<file path="src/rtl/logic_nbit_unit.sv">
// Registered N-bit bitwise logic unit with valid/ready handshake
// and an optional accumulator that can stand in for operand B.
module logic_nbit_unit #(
  parameter int WIDTH  = 16,
  parameter int ACC_EN = 1
) (
  input  logic             clk,
  input  logic             rst_n,
  input  logic             in_valid,
  output logic             in_ready,
  input  logic [2:0]       op,
  input  logic             acc,
  input  logic             acc_clr,
  input  logic [WIDTH-1:0] a,
  input  logic [WIDTH-1:0] b,
  output logic             out_valid,
  input  logic             out_ready,
  output logic [WIDTH-1:0] out,
  output logic             zero,
  output logic             ones
);

  logic             accept;
  logic [WIDTH-1:0] opb;
  logic [WIDTH-1:0] res;

  assign in_ready = !out_valid || out_ready;
  assign accept   = in_valid && in_ready;

  generate
    if (ACC_EN != 0) begin : g_acc
      logic [WIDTH-1:0] acc_q;

      // clear-then-apply: a pending clear zeroes B for this op
      assign opb = acc ? (acc_clr ? '0 : acc_q) : b;

      always_ff @(posedge clk or negedge rst_n) begin
        if (!rst_n) begin
          acc_q <= '0;
        end else if (accept && acc) begin
          acc_q <= res;
        end else if (acc_clr) begin
          acc_q <= '0;
        end
      end
    end else begin : g_noacc
      logic unused_acc;
      assign unused_acc = acc ^ acc_clr;
      assign opb        = b;
    end
  endgenerate

  always_comb begin
    res = '0;
    unique case (op)
      3'd0: res = a & opb;
      3'd1: res = a | opb;
      3'd2: res = a ^ opb;
      3'd3: res = ~(a & opb);
      3'd4: res = ~(a | opb);
      3'd5: res = ~(a ^ opb);
      3'd6: res = ~a;
      3'd7: res = a;
    endcase
  end

  always_ff @(posedge clk or negedge rst_n) begin
    if (!rst_n) begin
      out_valid <= 1'b0;
      out       <= '0;
      zero      <= 1'b0;
      ones      <= 1'b0;
    end else if (accept) begin
      out_valid <= 1'b1;
      out       <= res;
      zero      <= (res == '0);
      ones      <= (res == '1);
    end else if (out_ready) begin
      out_valid <= 1'b0;
    end
  end

endmodule
</file>
<file path="config.mk">
export PLATFORM = sky130hd
export DESIGN_NAME = logic_nbit_unit
export DESIGN_NICKNAME = d
export VERILOG_FILES = /design/src/rtl/logic_nbit_unit.sv
export SDC_FILE = /design/constraint.sdc
export NUM_CORES = 1
export LEC_CHECK = 0
export CAP_MARGIN = 40
export CORE_UTILIZATION = 49
export DETAILED_ROUTE_END_ITERATION = 8
export GPL_TIMING_DRIVEN = 1
export HOLD_SLACK_MARGIN = 0.1
export PLACE_DENSITY = 0.78
export SLEW_MARGIN = 25
export SYNTH_ARGS = -nofsm -noshare
export SYNTH_HDL_FRONTEND = slang
export SYNTH_SLANG_ARGS = --single-unit
</file>
<file path="constraint.sdc">
create_clock -name clk -period 1.9 [get_ports clk]
set_input_delay 0.57 -clock clk [delete_from_list [all_inputs] [get_ports clk]]
set_output_delay 0.57 -clock clk [all_outputs]
set_load 0.01 [all_outputs]
</file>
==> results of run 1 <==
report_power, final:
part	switching (mW)	internal, mW	total [mW]
sequential	0.0644	0.839	0.903
combinational	0.920	0.945	1.87
clock	0.309	0.244	0.553
path summary, 6_finish.rpt:
kind | end | start | cells after the start
setup / recovery | ones | acc_clr | 13
min in group asynchronous | ones | rst_n | 2
max in group asynchronous | out[3] | rst_n | 2
hold / removal | out[10] | out[10] | 2
setup reg to reg | ones | g_acc.acc_q[13] | 11
hold reg to reg | out[10] | out[10] | 2
repair_timing:
action	4_1_cts	5_1_grt
gates cloned	2	0
setup buffers	36	22
setup endpoints to repair	35	35
gates resized for setup	189	82
endpoints found under the hold margin	0	0
pin swaps	61	51
through the flow:
step           hold slack, ns  setup TNS, ns  std cells  setup slack, ns
2_1_floorplan          0.2744         -6.283        407          -0.5221
3_3_place_gp           0.4578         -29.54        594           -1.143
3_5_place_dp           0.4727         -31.74        594           -1.229
4_1_cts                0.4885         -6.675        634          -0.4251
5_1_grt                0.5219         -13.90        649          -0.8777
6_report               0.4928         -12.38        649          -0.8168
critical path, stage by stage:
cell and delay [ns]:
buf_12 0.11, buf_12 0.13, buf_12 0.15, nor2b_4 0.11, mux2_4 0.17, inv_2 0.04
ha_4 0.15, nand2b_1 0.25, a32oi_1 0.36, o221ai_2 0.23, nor4_2 0.32, nand4_1 0.17
o21ai_2 0.17
placed cells by master (no fill, tap or decap), types with 12 or more instances in the layout:
master / count
buf_4: 100
clkdlybuf4s50_1: 40
nand2_1: 38
dfrtp_1: 35
nand2b_1: 30
o21ai_2: 25
ha_4: 20
mux2_4: 19
inv_1: 16
nand2b_4: 15
buf_6: 15
o21ai_1: 13
xor2_1: 13
nor2b_4: 12
sequential cells by signal (all words and copies together) (netlist names):
| signal | count |
|---|---|
| g_acc.acc_q | 16 |
| ones | 1 |
| out_valid | 1 |
| zero | 1 |
| out | 16 |
layout make-up:
cell class | instances | area, um^2 | share of cell area, %
sequential | 35 | 875.8 | 14.33
tap | 77 | 96.34 | 1.576
clock buffer | 5 | 68.82 | 1.126
inverter | 34 | 147.6 | 2.416
clock inverter | 1 | 7.507 | 0.1228
multi-input combinational | 310 | 3137 | 51.32
timing repair buffer | 187 | 1779 | 29.11
layer usage:
metal	routed length (um)	share of wire [%]	up-vias
met4	1668	9.3	2
met3	1920	11	181
li1	-	-	1739
met1	6064	34	2058
met2	8192	46	413
met5	26	0.15	-
logic make-up after synthesis:
family	after synthesis
muxes	20
adders and majority gates	32
buffers and inverters	62
AOI/OAI and AO/OA	97
and+or+nand+nor	146
xor gates and xnor gates	15
DFF	35
==> metrics, run 1 <==
leak pwr 2.743 nW; Synth Warn # 0; routing usage on met1 about 43%; Buffers on Ports 60; H-tree depth 2; Vias between 4000 and 5000; Most Crowded Layer GR met2; reg-to-reg setup timing slack -0.68 ns; CP Data Arrival Time between 2 and 3 ns; final worst setup slack -0.8168 ns; syn avg cell area 8.306 um^2; failing checks negative setup slack; Core ar. 0.006495 mm^2; CTS max path bufs 2; Filler cells between 150 and 200; crit end category flip-flop; dominant cell type by area after synthesis dfrtp_1; max frequency about 0.37 GHz; DIE AREA around 0.0072 mm^2; Crit Path Category in2reg; # nets final 646; RSZ-0062 raised after global routing yes; Post-synth top flop dfrtp_1; post-DP HPWL a little over 7000 um; GR Overflow Total 0; Starting Density 52.05%; Slew headroom 50.45%; post-synthesis simple-gate area fraction 22.95%; CP Data Required Time 2.13 ns; Routed Antenna Nets 0; Hold WC Path Type reg2reg; synthesized area 0.003381 mm^2; number of global-route vias before repair 4248; Pwr Density 543.3 mW/mm^2; CP Launch Type input pin; synth unique cells 50; count of final max-slew check failures 0; ant diodes 0; final worst path period share 143.0%; hold buffers post-CTS 0; xor and xnor area share after synthesis 3.886%; first-pass GRT wire length 21960 um; worst vdd ir 482.9 uV; Area growth syn-to-layout 80.79%; CTS root buf clkbuf_8; Yosys reg bits 35; post-layout instance area 0.006112 mm^2; WL/cell 27.54 um; Layout Skew 0.008958 ns; initial antenna violation count 0; GPL Wtd Cong 0.7998; Syn Nets 480; Mapped Cells just over 400; Synth top cells by count 45 x nand2b_1, 41 x nand2_1, 40 x o21ai_0; asr flop ratio synth 100.0%; number of DRC markers in iteration 0 648; max cap viols 0; Period minus WS final 2.717 ns; CTS tree done; multiplexer area fraction after synthesis 6.995%; cell row count 29; Core Util, Final 94.11%; router iterations before antenna repair 8; Post-Synth Adder-Cell Area a little under an eighth; vias per inst 6.769; largest family of logic cells by synthesized area simple AND/OR/NAND/NOR gates; top-count cell post-synth nand2b_1; DRC 0; # setup viols final 34; Chip Height 85.07 um; largest net degree at the start of global routing 55; Die Width 85.07 um; Final Hold Fails 0; CTS buffer count 5; Detailed Route WL about 18000 um; sequential area share after synthesis between 20% and 30%; Post-synth EDFFs 0; Total Power 3.321 mW; DP Area 0.004658 mm^2; clock transition at the registers of the reported paths ~0.080 ns; share of cells above drive strength 1 53.50%; GR Util All Layers 39.99%; Synth Area in Compound Gates 19.43%; Worst Max-Slew Pin Slew about 0.74 ns; clock tree sinks 35; Yosys top cell area share 25.91%; # IOs 61; Critical Path Fanout Max 7; outcome complete, but fails checks; global-route met2 utilization 68.70%; GR Util met3 approximately a tenth; Clk Latency, worst-skew pair 0.31 ns; Synth area leaders dfrtp_1 26%, ha_1 12%, nand2b_1 8.3%
No activity file was read; power rests on OpenSTA's default activity.
==> run 2, diff against run 1 <==
--- a/config.mk
+++ b/config.mk
@@ -5,7 +5,7 @@
 export SDC_FILE = /design/constraint.sdc
 export NUM_CORES = 1
 export LEC_CHECK = 0
-export CAP_MARGIN = 40
+export CORE_ASPECT_RATIO = 0.8
 export CORE_UTILIZATION = 49
 export DETAILED_ROUTE_END_ITERATION = 8
 export GPL_TIMING_DRIVEN = 1
==> metrics, run 2 (same netlist as run 1, synthesis figures left out) <==
Vias between 4000 and 5000; Fin Hold WS 0.4933 ns; Worst Max-Slew Pin Slew 0.4654 ns; clock power share approximately 17%; CTS max path bufs 2; Die Width 94.87 um; clock transition at the registers of the reported paths 0.07 ns; number of DRC markers in iteration 0 384; max cap viols 0; Hold WC Path Type reg2reg; Pwr Density 528.1 mW/mm^2; CP Data Arrival Time 2.80 ns; vias per inst between 6 and 7; Switching Share 37.47%; cell row count 26; CP Data Required Time 2.11 ns; Final Hold Fails 0; leak pwr 2.622 nW; post-layout instance area roughly 0.0060 mm^2; DP Area 0.004730 mm^2; commonest non-fill, non-tap cell in the layout buf_4; crit end category flip-flop; first-pass GRT wire length ~20000 um; Starting Density 51.70%; # setup viols final 34; count of final max-slew check failures 0; hold buffers post-CTS 0; P_int 1.973 mW; DIE AREA 0.007238 mm^2; GPL Wtd Cong 0.8714; Clk Latency, worst-skew pair between 0.2 and 0.3 ns; Routed Antenna Nets 0; Core ar. 0.006539 mm^2; GR Overflow Total 0; sequential power share between 20% and 30%; most frequent cells in the layout 85 x buf_4, 38 x nand2_1, 35 x dfrtp_1, 33 x nand2b_1, 32 x clkdlybuf4s50_1; Area growth syn-to-layout 76.68%; final worst setup slack -0.6845 ns; Regs by FF count g_acc.acc_q x16, out x16; H-tree depth 2; Total Power approximately 3.2 mW; number of global-route vias before repair 4054; Filler cells roughly 250; Chip Height 76.30 um; slowest stage delay, CP 0.27 ns; CTS tree done; GR Util All Layers 36.26%; Crit Path Category in2reg; Core Util, Final 91.35%; sw power between 1 and 1.5 mW; initial antenna violation count 0; dpl ws -1.277 ns; router iterations before antenna repair 6; CTS buffer count 5; CP dominant cell by count buf_4; Layout Skew between 0.003 and 0.004 ns; Detailed Route WL 15480 um; combinational share of power 54.7%; max frequency 0.3869 GHz; RSZ-0062 raised after global routing yes; DRC 0; # nets final about 630; share of cells above drive strength 1 52.06%; final worst path period share 136.0%; largest net degree at the start of global routing 36; ant diodes 0; outcome complete, but fails checks; failing checks negative setup slack; # IOs 61; worst vdd ir 567.0 uV; Period minus WS final around 2.6 ns; Critical-path top delay cell a32oi_4; post-DP HPWL between 7000 and 8000 um; CTS root buf clkbuf_8; Critical Path, Cell by Cell buf_8 -> buf_12 -> buf_4 -> mux2_4 -> inv_2 -> ha_4 -> nand2b_4 -> a32oi_4 -> o221ai_4 -> buf_4 -> nor4_2 -> nand4_1 -> o21ai_2; WL/cell 24.15 um; clock tree sinks 35; Slew headroom 68.97%; Critical Path Fanout Max 7; CP Launch Type input pin; Buffers on Ports 60
run 2: cell count changes in the layout (fill, tap and decap cells not counted), sizes merged:
| cell | before | now |
|---|---|---|
| dlymetal6s2s | 5 | 3 |
| dlygate4sd2 | 11 | 21 |
| clkinvlp | 1 | 0 |
| clkbuf | 5 | 6 |
| clkdlybuf4s50 | 40 | 32 |
| buf | 131 | 116 |
run 2: repair_timing:
action	in CTS	in global routing
cloned	2	0
pin swaps	62	40
endpoints found under the setup margin	35	34
buffers inserted	20	7
gates resized for setup	207	60
run 2: worst paths after layout:
check / from / endpoint / slack, ns / depth (start not counted)
worst max register to register: g_acc.acc_q[1] / ones / -0.57 / 10
worst min register to register: out[4] / out[4] / 0.49 / 2
worst min-delay path: out[4] / out[4] / 0.49 / 2
worst max-delay path: acc / ones / -0.68 / 13
max in group asynchronous: rst_n / out[3] / 1.06 / 2
min in group asynchronous: rst_n / out[14] / 0.64 / 2
run 2: power groups by stage:
stage / clock (mW) / sequential [mW] / combinational (mW)
global route: 0.564 / 0.899 / 1.81
finish: 0.531 / 0.897 / 1.73
CTS: 0.506 / 0.882 / 1.45
global placement: 0 / 0.889 / 1.10
floorplan: 0 / 0.918 / 0.559
detailed placement: 0 / 0.894 / 1.14
run 2: stage by stage:
step / setup TNS [ns] / cells
final: -7.993 / 641
after global routing: -9.378 / 641
after CTS: -5.047 / 634
after detailed placement: -31.90 / 611
after global placement: -29.87 / 611
after floorplan: -6.283 / 407
run 2: critical path, delay by kind of cell:
family                   cells  cell delay [ns]
AND/OR/NAND/NOR              3             0.62
adder cells (fa/ha/maj)      1             0.15
buffers and inverters        5             0.60
AO/OA/AOI/OAI                3             0.63
multiplexers                 1             0.22
run 2: area by class of cell:
| cell class | instances | area, um^2 | area share [%] |
|---|---|---|---|
| clock buffer | 6 | 72.57 | 1.215 |
| inverter | 34 | 140.1 | 2.346 |
| multi-input combinational | 310 | 3157 | 52.85 |
| sequential | 35 | 875.8 | 14.66 |
| tap | 84 | 105.1 | 1.760 |
| timing repair buffer | 172 | 1623 | 27.17 |
run 2: routing by layer:
metal	part of all wire [%]	up-vias	routed length [um]	global-route usage, %
li1	-	1705	-	-
met1	34	1985	5297	40.76
met2	47	368	7312	64.60
met3	10	148	1557	6.886
met4	8.5	0	1315	17.42
met5	0	-	0	0
